<file path="config.mk">
export PLATFORM = sky130hd
export DESIGN_NAME = uni_shift_reg_seq
export DESIGN_NICKNAME = d
export VERILOG_FILES = /design/src/rtl/uni_shift_pkg.sv /design/src/rtl/shift_step_unit.sv /design/src/rtl/uni_shift_reg_seq.sv
export SDC_FILE = /design/constraint.sdc
export NUM_CORES = 1
export LEC_CHECK = 0
export ABC_AREA = 1
export ABC_CLOCK_PERIOD_IN_PS = 1250
export CAP_MARGIN = 10
export CORE_ASPECT_RATIO = 0.7
export CORE_MARGIN = 2
export CORE_UTILIZATION = 30
export CTS_CLUSTER_SIZE = 10
export DETAILED_ROUTE_END_ITERATION = 12
export GPL_ROUTABILITY_DRIVEN = 0
export GPL_TIMING_DRIVEN = 0
export SLEW_MARGIN = 20
export SYNTH_ARGS = -nofsm -noshare
export SYNTH_HDL_FRONTEND = slang
export SYNTH_SLANG_ARGS = --single-unit
</file>
<file path="constraint.sdc">
create_clock -name clk -period 1.25 [get_ports clk]
set_input_delay 0.25 -clock clk [delete_from_list [all_inputs] [get_ports clk]]
set_output_delay 0.25 -clock clk [all_outputs]
set_load 0.01 [all_outputs]
</file>
<file path="src/rtl/uni_shift_pkg.sv">
// rtl/uni_shift_pkg.sv - op codes, FSM states and op classification for uni_shift_reg_seq
package uni_shift_pkg;

    localparam logic [2:0] OP_HOLD = 3'b000;
    localparam logic [2:0] OP_SHR  = 3'b001;
    localparam logic [2:0] OP_SHL  = 3'b010;
    localparam logic [2:0] OP_LOAD = 3'b011;
    localparam logic [2:0] OP_ASR  = 3'b100;
    localparam logic [2:0] OP_ROR  = 3'b101;
    localparam logic [2:0] OP_ROL  = 3'b110;
    localparam logic [2:0] OP_RSVD = 3'b111;

    localparam logic [0:0] ST_IDLE  = 1'b0;
    localparam logic [0:0] ST_SHIFT = 1'b1;

    // Ops that take the multi-cycle path; hold, load and reserved finish at accept.
    function automatic logic is_shift_op(input logic [2:0] op);
        return (op == OP_SHR) || (op == OP_SHL) || (op == OP_ASR) ||
               (op == OP_ROR) || (op == OP_ROL);
    endfunction

endpackage

</file>
<file path="src/rtl/shift_step_unit.sv">
// rtl/shift_step_unit.sv - combinational single-bit shift/rotate step
module shift_step_unit
    import uni_shift_pkg::*;
#(
    parameter int WIDTH = 8
) (
    input  logic [2:0]       op,
    input  logic [WIDTH-1:0] cur,
    input  logic             ser_in_msb,
    input  logic             ser_in_lsb,
    output logic [WIDTH-1:0] nxt
);

    always_comb begin
        nxt = cur;
        case (op)
            OP_SHR:  nxt = {ser_in_msb, cur[WIDTH-1:1]};
            OP_SHL:  nxt = {cur[WIDTH-2:0], ser_in_lsb};
            OP_ASR:  nxt = {cur[WIDTH-1], cur[WIDTH-1:1]};
            OP_ROR:  nxt = {cur[0], cur[WIDTH-1:1]};
            OP_ROL:  nxt = {cur[WIDTH-2:0], cur[WIDTH-1]};
            default: nxt = cur;
        endcase
    end

endmodule

</file>
<file path="src/rtl/uni_shift_reg_seq.sv">
// rtl/uni_shift_reg_seq.sv - parametrised universal shift register, shift-by-N one bit per clock
module uni_shift_reg_seq
    import uni_shift_pkg::*;
#(
    parameter int WIDTH = 8,
    parameter int AMT_W = 4
) (
    input  logic             clk,
    input  logic             rst,
    input  logic             start,
    input  logic [2:0]       sel,
    input  logic [AMT_W-1:0] amt,
    input  logic [WIDTH-1:0] data_in,
    input  logic             ser_in_msb,
    input  logic             ser_in_lsb,
    output logic [WIDTH-1:0] data_out,
    output logic             ser_out_msb,
    output logic             ser_out_lsb,
    output logic             busy,
    output logic             done
);

    logic [0:0]       state_q;
    logic [2:0]       op_q;
    logic [AMT_W-1:0] count_q;
    logic [WIDTH-1:0] data_q;
    logic [WIDTH-1:0] step_nxt;
    logic             done_q;

    // Fill bits feed the step unit live so a serial stream is consumed one bit per step.
    shift_step_unit #(.WIDTH(WIDTH)) u_step (
        .op         (op_q),
        .cur        (data_q),
        .ser_in_msb (ser_in_msb),
        .ser_in_lsb (ser_in_lsb),
        .nxt        (step_nxt)
    );

    always_ff @(posedge clk) begin
        if (!rst) begin
            state_q <= ST_IDLE;
            op_q    <= OP_HOLD;
            count_q <= '0;
            data_q  <= '0;
            done_q  <= 1'b0;
        end else begin
            done_q <= 1'b0;
            case (state_q)
                ST_IDLE: begin
                    if (start) begin
                        op_q <= sel;
                        if (sel == OP_LOAD) begin
                            data_q <= data_in;
                            done_q <= 1'b1;
                        end else if (is_shift_op(sel) && (amt != '0)) begin
                            state_q <= ST_SHIFT;
                            count_q <= amt;
                        end else begin
                            done_q <= 1'b1;
                        end
                    end
                end
                default: begin
                    data_q  <= step_nxt;
                    count_q <= count_q - 1'b1;
                    if (count_q == AMT_W'(1)) begin
                        state_q <= ST_IDLE;
                        done_q  <= 1'b1;
                    end
                end
            endcase
        end
    end

    assign data_out    = data_q;
    assign ser_out_msb = data_q[WIDTH-1];
    assign ser_out_lsb = data_q[0];
    assign busy        = (state_q == ST_SHIFT);
    assign done        = done_q;

endmodule

</file>
==> results of run 1 <==
area by class of cell:
class / instances / share of cell area
Multi-Input combinational cell: 128 / 0.395
Buffer: 7 / 0.0336
Clock buffer: 3 / 0.0252
Inverter: 22 / 0.0535
Tap cell: 50 / 0.0382
Sequential cell: 17 / 0.219
Clock inverter: 1 / 0.00306
Timing Repair Buffer: 41 / 0.232
power by group through the flow:
stage	logic (uW)	registers (uW)	clock network, uW
after floorplan	286	668	0
after global placement	499	664	0
after detailed placement	497	664	0
after CTS	498	648	455
after global routing	623	663	478
final	550	655	445
synth_stat cells, drive strengths merged:
cell    n  share of area
buf     7          0.049
dfxtp  17           0.32
nand4   2          0.012
nand3  12          0.061
a21oi  17          0.080
nor2   24          0.084
o21ai  15          0.084
inv    22          0.077
or2     1         0.0059
nand2  53           0.19
xor2    1         0.0082
ha      2          0.023
nor3    1         0.0047
what timing repair did:
action / 4_1_cts / 5_1_grt
endpoints found under the setup margin: 23 / 13
pin swaps: 2 / 6
buffers inserted: 4 / 5
gates cloned: 0 / 1
resized for setup: 21 / 32
worst max-delay path by stage:
stage | startpoint | end | slack, ps
2_1_floorplan | busy | data_out[0] | 60
3_3_place_gp | sel[0] | data_out[5] | -380
3_5_place_dp | sel[0] | data_out[2] | -400
4_1_cts | op_q[1] | data_out[2] | 0.5
5_1_grt | op_q[1] | data_out[4] | -20
6_report | busy | busy | 50
registers in the layout, indices dropped and copies added (netlist names):
signal	cells
done	1
data_out	8
op_q	3
busy	1
count_q	4
cell usage in the layout, fill, tap and decap left out, drive strengths merged, types with 2 or more instances in the layout:
| cell | Yosys | routed |
|---|---|---|
| dlygate4sd2 | 0 | 10 |
| dlymetal6s2s | 0 | 3 |
| a21oi | 17 | 17 |
| ha | 2 | 2 |
| clkdlybuf4s50 | 0 | 15 |
| nand4 | 2 | 2 |
| o21ai | 15 | 15 |
| dfxtp | 17 | 17 |
| clkbuf | 0 | 3 |
| inv | 22 | 22 |
| nand2 | 53 | 53 |
| clkdlybuf4s15 | 0 | 3 |
| buf | 7 | 17 |
| nor2 | 24 | 24 |
| nand3 | 12 | 12 |
cells by family after synthesis:
logic type / share of synthesized area
flip-flops: 0.318
buffers and inverters: 0.126
XOR/XNOR: 0.00819
adder cells (fa/ha/maj): 0.0234
AO/OA/AOI/OAI: 0.164
AND/OR/NAND/NOR: 0.360
metrics by stage:
| step | util | power, uW | std cells |
|---|---|---|---|
| global route | 0.472 | 1760 | 269 |
| detailed placement | 0.416 | 1160 | 255 |
| global placement | 0.416 | 1160 | 255 |
| finish | 0.472 | 1650 | 269 |
| floorplan | - | 954 | 174 |
| CTS | 0.439 | 1600 | 263 |
metal layers:
metal  vias up  wire, um  share of wire
met5         -         0              0
met4         0        29          0.010
met3         4       146          0.053
met2        31      1100           0.40
met1       494      1500           0.54
li1        639         -              -
==> reports/summary.txt, run 1 <==
status = completed
family with the most delay on the worst path = flip-flops
Fmax = 0.833 GHz
max cap viols = 0
sequential area share after synthesis = 0.318
number of global-route vias before repair = 1,018
Die Span Y = 54.0 um
met2 Usage GRT = 0.222
Synth Area per Inst = 6.15 um^2
GRT Residual Overflow = 0
drt drc = 0
Root Buffer = clkbuf_8
GRT busiest layer = met2
critical path, cell by cell = clkdlybuf4s15_1
Design Area, Final = 1640 um^2
Syn Inst Count = 174
Antenna Nets Post-Route = 0
worst reg-to-reg setup slack = 50 ps
hold path depth = 3
RSZ-0062 raised after global routing = yes
Placement Rows = 18
Clock Path Buffers = 2
Worst path depth = 1
DP Wirelength = 1.98 mm
synthesized area = 1070 um^2
largest net degree at the start of global routing = 11
GR Layer Usage met1 = 0.216
Fin. Hold Viols = 0
PortBufs = 31
die area = 4070 um^2
Register Area = 359 um^2
crit-path max cell delay = 430 ps
Crit path arrival time = 950 ps
Vias/cell = 4.34
Peak supply drop = 0.576 mV
ratio of cells with drive above 1 in the final layout = 0.215
Startpoint Class = flip-flop
# diodes = 0
Final Slew Violations = 0
minimum clock period = 1200 ps
slowest CP cell = dfxtp_4
Syn-to-layout area delta = 53.1%
slew margin rel. = 0.834
worst hold-check path type = in2reg
number of synthesized register bits = 17
Via Count = 1,168
cell area power density = 1010 nW/um^2
routed length per instance = 10.3 um
GR Util All Layers = 0.152
share of power burned in registers = 0.397
P_leak = 0.000817 uW
Hold Slack = 293 ps
Setup TNS Final = 0 ps
first-pass GRT wire length = 4.58 mm
HP Start = sel[1]
DRT Pass-1 Iters = 4
Placed Area = 1440 um^2
hold_buf cts = 0
Worst-path clk slew = 80 ps
Yosys warnings = 0
Sw Share = 0.339
DRT iter0 DRCs = 35
Final setup violation count = 0
crit end category = output pin
min setup slack post-route = 49.1 ps
worst path bufs/invs = 1
initial antenna violation count = 0
area of the multi-input gates = 647 um^2
Worst Clk Skew = 6.31 ps
Hold Path Sink = op_q[1]
Core Box Area = 3470 um^2
DP Worst Slack = -398 ps
switching pwr = 559 uW
CP max FO = 9
I/O Pins = 32
Worst Tran Pin Value = 249 ps
Crit Reg-Reg Startpoint = op_q[0]
reg2reg path depth = 8
nets@finish = 242
Worst Path Required = 1000 ps
DIE WIDTH = 75.4 um
Netlist cell types = 20
Tcrit/Tclk final = 0.961
clock sinks = 17
crit path kind = reg2out
Logic pwr share = 0.333
syn_nets = 196
H-tree Lvls = 1
GRT met3 Usage = 0.0468
RR Endpoint = data_out[3]
Initial Util = 0.308
fillers = 391
P_int = 1090 uW
clock group share of total power = 0.270
WL final = 2.78 mm
Worst-Skew Late Latency = 260 ps
CTS tree = built
CTS buffer count = 3
Note: power is estimated with default switching activity, not from simulation.
==> run 2, diff against run 1 <==
--- a/config.mk
+++ b/config.mk
@@ -14,7 +14,6 @@
 export CTS_CLUSTER_SIZE = 10
 export DETAILED_ROUTE_END_ITERATION = 12
 export GPL_ROUTABILITY_DRIVEN = 0
-export GPL_TIMING_DRIVEN = 0
 export SLEW_MARGIN = 20
 export SYNTH_ARGS = -nofsm -noshare
 export SYNTH_HDL_FRONTEND = slang
==> reports/summary.txt, run 2 (same netlist as run 1, synthesis figures left out) <==
hold_buf cts = 0 (unchanged)
DIE WIDTH = 75.4 um (unchanged)
I/O Pins = 32 (unchanged)
Final Slew Violations = 0 (unchanged)
drt drc = 0 (unchanged)
critical path, cell by cell = clkdlybuf4s50_1, inv_1, nand2_2, o21ai_4, o21ai_4, buf_12, nor2_1, nor2_1 (was clkdlybuf4s15_1)
slowest CP cell = clkdlybuf4s50_1 (was dfxtp_4)
Worst Path Required = 1400 ps (was 1000 ps)
GRT Residual Overflow = 0 (unchanged)
Die Span Y = 54.0 um (unchanged)
min setup slack post-route = 40.8 ps (was 49.1 ps)
largest net degree at the start of global routing = 15 (was 11)
Worst-Skew Late Latency = 260 ps (about the same)
number of global-route vias before repair = 1,033 (was 1,018)
Fmax = 0.827 GHz (was 0.833 GHz)
Fin. Hold Viols = 0 (unchanged)
Startpoint Class = input port (was flip-flop)
commonest non-fill, non-tap cell in the layout = nand2_1 (unchanged)
Tcrit/Tclk final = 0.967 (was 0.961)
CTS tree = built (unchanged)
CP max FO = 14 (was 9)
hold path depth = 4 (was 3)
post-layout util = 0.484 (was 0.472)
P_leak = 0.000864 uW (was 0.000817 uW)
crit path kind = in2reg (was reg2out)
status = completed (unchanged)
clock sinks = 17 (unchanged)
GR Util All Layers = 0.144 (was 0.152)
Placement Rows = 18 (unchanged)
DP Wirelength = 2.06 mm (was 1.98 mm)
WL final = 2.65 mm (was 2.78 mm)
Crit path arrival time = 1360 ps (was 950 ps)
die area = 4070 um^2 (unchanged)
Root Buffer = clkbuf_8 (unchanged)
PortBufs = 31 (unchanged)
cell area power density = 970 nW/um^2 (was 1010 nW/um^2)
fillers = 372 (was 391)
commonest cells after routing, fill and taps aside = nand2_1 (48), buf_4 (23), inv_1 (21), nor2_1 (17) (was nand2_1 (48), nor2_1 (20), inv_1 (19), a21oi_1 (15), clkdlybuf4s50_1 (15))
DRT Pass-1 Iters = 4 (unchanged)
Antenna Nets Post-Route = 0 (unchanged)
reg2reg path depth = 7 (was 8)
H-tree Lvls = 1 (unchanged)
Final setup violation count = 0 (unchanged)
max reg flops = 8 (unchanged)
Worst Tran Pin Value = 300 ps (was 249 ps)
Hold Slack = 384 ps (was 293 ps)
Initial Util = 0.308 (unchanged)
Syn-to-layout area delta = 57.0% (was 53.1%)
Peak supply drop = 0.649 mV (was 0.576 mV)
Vias/cell = 4.23 (was 4.34)
Core Box Area = 3470 um^2 (unchanged)
# diodes = 0 (unchanged)
first-pass GRT wire length = 4.43 mm (was 4.58 mm)
CTS buffer count = 3 (unchanged)
Via Count = 1,167 (was 1,168)
Worst Clk Skew = 8.43 ps (was 6.31 ps)
Worst-path clk slew = 70 ps (was 80 ps)
max cap viols = 0 (unchanged)
slew margin rel. = 0.800 (was 0.834)
worst hold-check path type = in2reg (unchanged)
nets@finish = 249 (was 242)
routed length per instance = 9.61 um (was 10.3 um)
DP Worst Slack = -281 ps (was -398 ps)
crit end category = flip-flop (was output pin)
DRT iter0 DRCs = 22 (was 35)
initial antenna violation count = 0 (unchanged)
crit-path max cell delay = 420 ps (was 430 ps)
Clock Path Buffers = 2 (unchanged)
ratio of cells with drive above 1 in the final layout = 0.235 (was 0.215)
minimum clock period = 1210 ps (was 1200 ps)
## run 2: cell type report
class / count / area, um^2 / share of cell area
Tap cell: 50 / 62.6 / 0.0373
Multi-Input combinational cell: 128 / 642 / 0.382
Clock buffer: 3 / 41.3 / 0.0246
Timing Repair Buffer: 55 / 494 / 0.294
Inverter: 22 / 82.6 / 0.0492
Sequential cell: 17 / 352 / 0.209
Clock inverter: 1 / 5.00 / 0.00298
## run 2: power breakdown
| group | switching, uW | internal [uW] | total (uW) |
|---|---|---|---|
| Combinational | 284 | 278 | 563 |
| Clock | 197 | 222 | 419 |
| Sequential | 46.1 | 601 | 647 |
## run 2: layer usage
metal,track usage,vias to the layer above,part of all wire
met5,0,-,0
met4,0.0351,0,0.0064
met3,0.0543,4,0.055
met2,0.212,21,0.38
met1,0.198,491,0.55
li1,-,651,-
## run 2: what timing repair did
action                                  CTS  global route
gates resized for setup                  17            22
pin swaps                                 2             8
endpoints found under the setup margin   19            11
setup buffers                             1             1
## run 2: critical path: cells and delay by family
kind / cells / cell delay (ps)
compound gates: 2 / 250
buf+inv: 3 / 640
simple gates: 3 / 220
## run 2: final timing paths
| kind | start | end | slack [ps] |
|---|---|---|---|
| max | sel[2] | data_out[2] | 40 |
| min | sel[1] | op_q[1] | 380 |
| max reg2reg | count_q[0] | count_q[2] | 90 |
| min reg2reg | count_q[1] | count_q[1] | 490 |
## run 2: metrics by stage
stage	TNS [ps]	area, um^2	total power (uW)	instances
2_1_floorplan	0	1070	954	174
5_1_grt	-2.27	1680	1750	276
3_3_place_gp	-3690	1560	1200	270
4_1_cts	0	1620	1630	275
3_5_place_dp	-3930	1560	1210	270
6_report	0	1680	1630	276
==> run 3, diff against run 2 <==
--- a/config.mk
+++ b/config.mk
@@ -9,7 +9,6 @@
 export ABC_CLOCK_PERIOD_IN_PS = 1250
 export CAP_MARGIN = 10
 export CORE_ASPECT_RATIO = 0.7
-export CORE_MARGIN = 2
 export CORE_UTILIZATION = 30
 export CTS_CLUSTER_SIZE = 10
 export DETAILED_ROUTE_END_ITERATION = 12
@@ -18,3 +17,4 @@
 export SYNTH_ARGS = -nofsm -noshare
 export SYNTH_HDL_FRONTEND = slang
 export SYNTH_SLANG_ARGS = --single-unit
+export TNS_END_PERCENT = 30
==> reports/summary.txt, run 3 (same netlist as run 1, synthesis figures left out) <==
number of global-route vias before repair = 991 (was 1,033)
Worst Tran Pin Value = 334 ps (was 300 ps)
status = completed (unchanged)
CP Capture Point = busy (was data_out[2])
worst reg-to-reg setup slack = 70 ps (was 90 ps)
Sw Share = 0.323 (was 0.324)
initial antenna violation count = 0 (unchanged)
slowest CP cell = dfxtp_4 (was clkdlybuf4s50_1)
worst setup path startpoint = busy (was sel[2])
Startpoint Class = flip-flop (was input port)
nets@finish = 243 (was 249)
H-tree Lvls = 1 (unchanged)
WL final = 2.73 mm (was 2.65 mm)
Via Count = 1,162 (was 1,167)
Worst Clk Skew = 2.65 ps (was 8.43 ps)
GRT Residual Overflow = 0 (unchanged)
family with the most delay on the worst path = flip-flops (was buffers and inverters)
ratio of cells with drive above 1 in the final layout = 0.182 (was 0.235)
Worst path depth = 1 (was 8)
Clock Path Buffers = 2 (unchanged)
cell area power density = 986 nW/um^2 (was 970 nW/um^2)
Antenna Nets Post-Route = 0 (unchanged)
WL met1 = 1.54 mm (was 1.47 mm)
DRT iter0 DRCs = 45 (was 22)
clock sinks = 17 (unchanged)
crit-path max cell delay = 400 ps (was 420 ps)
WL met2 = 1.06 mm (was 1.02 mm)
# diodes = 0 (unchanged)
max cap viols = 0 (unchanged)
Logic pwr share = 0.337 (was 0.345)
Peak supply drop = 0.468 mV (was 0.649 mV)
Final setup violation count = 0 (unchanged)
DP Wirelength = 2.01 mm (was 2.06 mm)
Top Layer Used = met4 (unchanged)
CTS tree = built (unchanged)
Root Buffer = clkbuf_8 (unchanged)
worst path bufs/invs = 1 (was 3)
hold_buf cts = 0 (unchanged)
worst hold-check path type = in2reg (unchanged)
reg2reg path depth = 7 (unchanged)
Crit path arrival time = 930 ps (was 1360 ps)
max reg flops = 8 (unchanged)
Crit Reg-Reg Startpoint = op_q[1] (was count_q[0])
clock group share of total power = 0.256 (was 0.257)
Die Span Y = 52.0 um (was 54.0 um)
Register Area = 350 um^2 (was 352 um^2)
Tcrit/Tclk final = 0.942 (was 0.967)
crit path kind = reg2out (was in2reg)
Vias/cell = 4.35 (was 4.23)
Fin. Hold Viols = 0 (unchanged)
I/O Pins = 32 (unchanged)
Routed met3 length = 119 um (was 146 um)
post-layout util = 0.495 (was 0.484)
fillers = 364 (was 372)
critical path, cell by cell = dlygate4sd2_1 (was clkdlybuf4s50_1, inv_1, nand2_2, o21ai_4, o21ai_4, buf_12, nor2_1, nor2_1)
first-pass GRT wire length = 4.43 mm (unchanged)
CTS buffer count = 3 (unchanged)
P_int = 1080 uW (was 1100 uW)
Initial Util = 0.327 (was 0.308)
Placement Rows = 17 (was 18)
RR Endpoint = data_out[4] (was count_q[2])
P_leak = 0.000832 uW (was 0.000864 uW)
Final Slew Violations = 0 (unchanged)
Fmax = 0.849 GHz (was 0.827 GHz)
minimum clock period = 1180 ps (was 1210 ps)
largest net degree at the start of global routing = 22 (was 15)
Core Box Area = 3280 um^2 (was 3470 um^2)
commonest non-fill, non-tap cell in the layout = nand2_1 (unchanged)
die area = 3810 um^2 (was 4070 um^2)
area of the multi-input gates = 643 um^2 (was 642 um^2)
crit end category = output pin (was flip-flop)
DRT Pass-1 Iters = 4 (unchanged)
Worst Path Required = 1000 ps (was 1400 ps)
Worst-path clk slew = 60 ps (was 70 ps)
share of power burned in registers = 0.408 (was 0.397)
switching pwr = 517 uW (was 527 uW)
Hold Slack = 389 ps (was 384 ps)
PortBufs = 31 (unchanged)
GR Util All Layers = 0.152 (was 0.144)
routed length per instance = 10.2 um (was 9.61 um)
CP max FO = 6 (was 14)
Worst-Skew Late Latency = 250 ps (was 260 ps)
commonest cells after routing, fill and taps aside = nand2_1 (48), nor2_1 (21), inv_1 (19), a21oi_1 (17) (was nand2_1 (48), buf_4 (23), inv_1 (21), nor2_1 (17))
DIE WIDTH = 73.4 um (was 75.4 um)
drt drc = 0 (unchanged)
slew margin rel. = 0.777 (was 0.800)
Syn-to-layout area delta = 51.5% (was 57.0%)
run 3: cell count changes in the layout (fill, tap and decap cells not counted), sizes merged:
| cell | before | now |
|---|---|---|
| dlygate4sd2 | 13 | 12 |
| clkinv | 1 | 0 |
| buf | 24 | 17 |
| clkbuf | 3 | 4 |
| dlymetal6s2s | 3 | 4 |
| o21ai | 15 | 16 |
run 3: final cells by class:
cell class / instances / share of cell area
inverters: 22 / 0.0510
well taps: 47 / 0.0363
multi-input cells: 129 / 0.397
repair buffers: 48 / 0.272
clock buffers: 4 / 0.0278
flip-flops and latches: 17 / 0.216
run 3: through the flow:
stage               std cells  instance area, um^2  power (uW)  setup WS (ps)  TNS, ps
floorplan                 174                 1070         954           64.3        0
global placement          261                 1510        1180           -242    -3620
detailed placement        261                 1510        1180           -276    -3910
CTS                       265                 1540        1570          0.588        0
global route              267                 1620        1710          -28.0    -69.0
finish                    267                 1620        1600           72.0        0
run 3: worst register-to-register path, stage by stage, from the launching register on:
cell,delay (ps)
dfxtp_4,380
inv_2,50
nand2_2,80
nand3_4,110
o21ai_4,270
nand2_1,90
nand2_1,60
nor2_1,40
run 3: worst min path at each step:
stage | slack (ps) | cells past startpoint | startpoint | end
after floorplan | 380 | 2 | amt[3] | count_q[3]
after global placement | 490 | 2 | op_q[2] | op_q[2]
after detailed placement | 500 | 2 | op_q[2] | op_q[2]
after CTS | 510 | 2 | op_q[2] | op_q[2]
after global routing | 430 | 4 | sel[1] | op_q[1]
final | 390 | 4 | sel[1] | op_q[1]
run 3: timing repair:
action                                  CTS  global route
pin swaps                                 3             6
endpoints found under the hold margin     0             0
setup buffers                             0             1
resized for setup                        14            23
endpoints found under the setup margin   19            14
cloned                                    0             1
run 3: power by group through the flow:
stage          Sequential (uW)  Clock [uW]  Combinational, uW
6_report                   652         408                538
5_1_grt                    661         439                609
4_1_cts                    649         421                498
3_5_place_dp               660           0                522
3_3_place_gp               661           0                521
2_1_floorplan              668           0                286
run 3: per-layer routing:
layer / up-vias / track usage
li1: 643 / -
met1: 491 / 0.227
met2: 26 / 0.219
met3: 2 / 0.0446
met4: 0 / 0.0192
met5: - / 0
==> RTL edit (flow settings as in run 2) <==
`WIDTH` is set to 8 in 2 places; all go to 7.
--- a/src/rtl/shift_step_unit.sv
+++ b/src/rtl/shift_step_unit.sv
@@ -2,7 +2,7 @@
 module shift_step_unit
     import uni_shift_pkg::*;
 #(
-    parameter int WIDTH = 8
+    parameter int WIDTH = 7
 ) (
     input  logic [2:0]       op,
     input  logic [WIDTH-1:0] cur,
--- a/src/rtl/uni_shift_reg_seq.sv
+++ b/src/rtl/uni_shift_reg_seq.sv
@@ -2,7 +2,7 @@
 module uni_shift_reg_seq
     import uni_shift_pkg::*;
 #(
-    parameter int WIDTH = 8,
+    parameter int WIDTH = 7,
     parameter int AMT_W = 4
 ) (
     input  logic             clk,
Ports: changed (resized data_in and data_out); port bits go from 32 to 30. No check against the original RTL was run, so the function may have changed too.
==> RTL edit against run 2 <==
  * Synthesized cell count is 5.2% lower
  * Total power down 7.1%
  * Clock skew decreased by 0.0040 ns
  * Fmax up 1.3%
  * Cell count down 11%
  * Critical path depth did not move
  * Sequential cell count fell by 1
  * Clock power is 5.0% lower
  * Wire length rose by 0.90%
  * Hold slack better by 0.00097 ns
  * Synthesized area is 6.4% lower
  * Final area shrank 8.8%
  * Worst setup slack improved by 0.015 ns
==> RTL edit: results (changes against run 2) <==
Detailed-route via count: 1142 (-2.1%)
WL met2: 1160 um (+14%)
Clock H-tree levels: 1 (unchanged)
Synth Area in Adders: 0.0250 (+0.00161)
Synth Area in Compound Gates: 0.153 (-0.0112)
WL met1: 1350 um (-8.2%)
CP startpoint: op_q[1]
Worst-Skew Late Latency: 0.25 ns
Met1 usage: 0.218 (+0.0194)
Largest net degree at the start of global routing: 15 (unchanged)
Clock skew: 0.00445 ns (-0.00398 ns)
Slowest cell on crit path: dfxtp_4
Sequential share of the synthesized area: 0.320 (+0.00187)
Top Family by Delay on Critical Path: flip-flops
Critical path endpoint: data_out[2]
Met3 routed WL: 145 um (-0.68%)
Synthesized net count: 186 (-5.1%)
Met3 Usage GRT: 0.0500 (-0.00431)
CP max stage delay: 0.37 ns (-0.05 ns)
Distinct cells, synth: 17 (-15%)
Share of cells above drive strength 1: 0.191 (-0.0431)
Met2 global-route usage: 0.224 (+0.0121)
Port Buffer Count: 29 (-6.5%)
Hold Path Stages: 3 (-1)
Most frequent cells after synthesis: 50 x nand2_1, 27 x nor2_1, 19 x inv_1
Crit-path max FO: 12 (-2)
Vias in the first global route: 967 (-6.4%)
Worst Tran Pin Value: 0.268 ns (-0.0322 ns)
Period utilisation layout: 0.955 (-0.0124)
FF-to-FF path depth: 8 (+1)
Number of flip-flops in the largest register: 7 (-1)
VDD IR max: 0.485 mV (-25%)
Worst R2R Setup Slack: 0.06 ns (-0.03 ns)
TritonCTS Buffers: 3 (unchanged)
Pint: 1.03 mW (-6.6%)
DR WL/cell: 10.8 um (+13%)
Hold WC Path Type: in2reg
Maximum root-to-sink buffer count: 2 (unchanged)
First-pass GRT wire length: 4480 um (+1.1%)
Worst EP arrival: 1.34 ns (-0.02 ns)
Dpl ws: -0.267 ns (+0.0138 ns)
Root buffer cell: clkbuf_8
Mux cell area share after synthesis: 0 (unchanged)
XOR/XNOR Fraction of Synth Area: 0.00875 (+0.000563)
Initial antenna violation count: 0 (unchanged)
GRT Total Usage: 0.154 (+0.00984)
Fillers: 319 (-14%)
Post-CTS Setup Inserts: 0 (-1)
Antenna fix cells: 0 (unchanged)
Outcome: finished clean
Cts repair resizes: 13 (-4)
Final-stage net count: 232 (-6.8%)
DP HPWL: 2020 um (-1.8%)
1st-iter DRT viols: 50 (+130%)
Synth area leaders: dfxtp_1 32%, nand2_1 19%, nor2_1 10%
Leak: 0.781 nW (-9.6%)
## RTL edit: changes by cell type in the layout (fill, tap and decap cells not counted), moves of 3 or more
cell / run 2 / this run
nand3_1: 10 / 7
nor2_1: 17 / 24
nor2_2: 7 / 3
buf_4: 23 / 18
## RTL edit: layout make-up
cell class              instances  area [sq um]  share of cell area
multi-input cells             121           584               0.382
repair buffers                 49           453               0.296
flip-flops and latches         16           330               0.216
inverters                      20          75.1              0.0490
well taps                      38          47.5              0.0310
clock buffers                   3          41.3              0.0270
## RTL edit: per-stage QoR
step           instances  area, sq um  hold WS (ns)
2_1_floorplan        165         1000         0.388
3_3_place_gp         242         1410         0.481
3_5_place_dp         242         1410         0.481
4_1_cts              245         1450         0.490
5_1_grt              247         1530         0.418
6_report             247         1530         0.385
## RTL edit: worst min-delay path: cells and delay by family
kind | cells | cell delay, ns
compound gates | 2 | 0.21
buf+inv | 1 | 0.14
## RTL edit: power by group through the flow
stage | clock [mW] | combinational (mW) | sequential [mW]
global placement | 0 | 0.486 | 0.613
CTS | 0.406 | 0.473 | 0.604
floorplan | 0 | 0.269 | 0.618
finish | 0.398 | 0.510 | 0.605
detailed placement | 0 | 0.488 | 0.616
global route | 0.434 | 0.576 | 0.614
## RTL edit: how the worst min path moves through the flow
stage                     slack, ns         end        from
after global routing           0.42     op_q[0]      sel[0]
after CTS                      0.49  count_q[1]  count_q[1]
after global placement         0.48  count_q[1]  count_q[1]
after floorplan                0.39     op_q[2]         rst
final                          0.38     op_q[0]      sel[0]
after detailed placement       0.48  count_q[1]  count_q[1]
## RTL edit: cell families after synthesis
kind of cell,after synthesis
compound gates,29
xor+xnor,1
fa+ha+maj,2
buf+inv,28
flops,16
simple gates,89
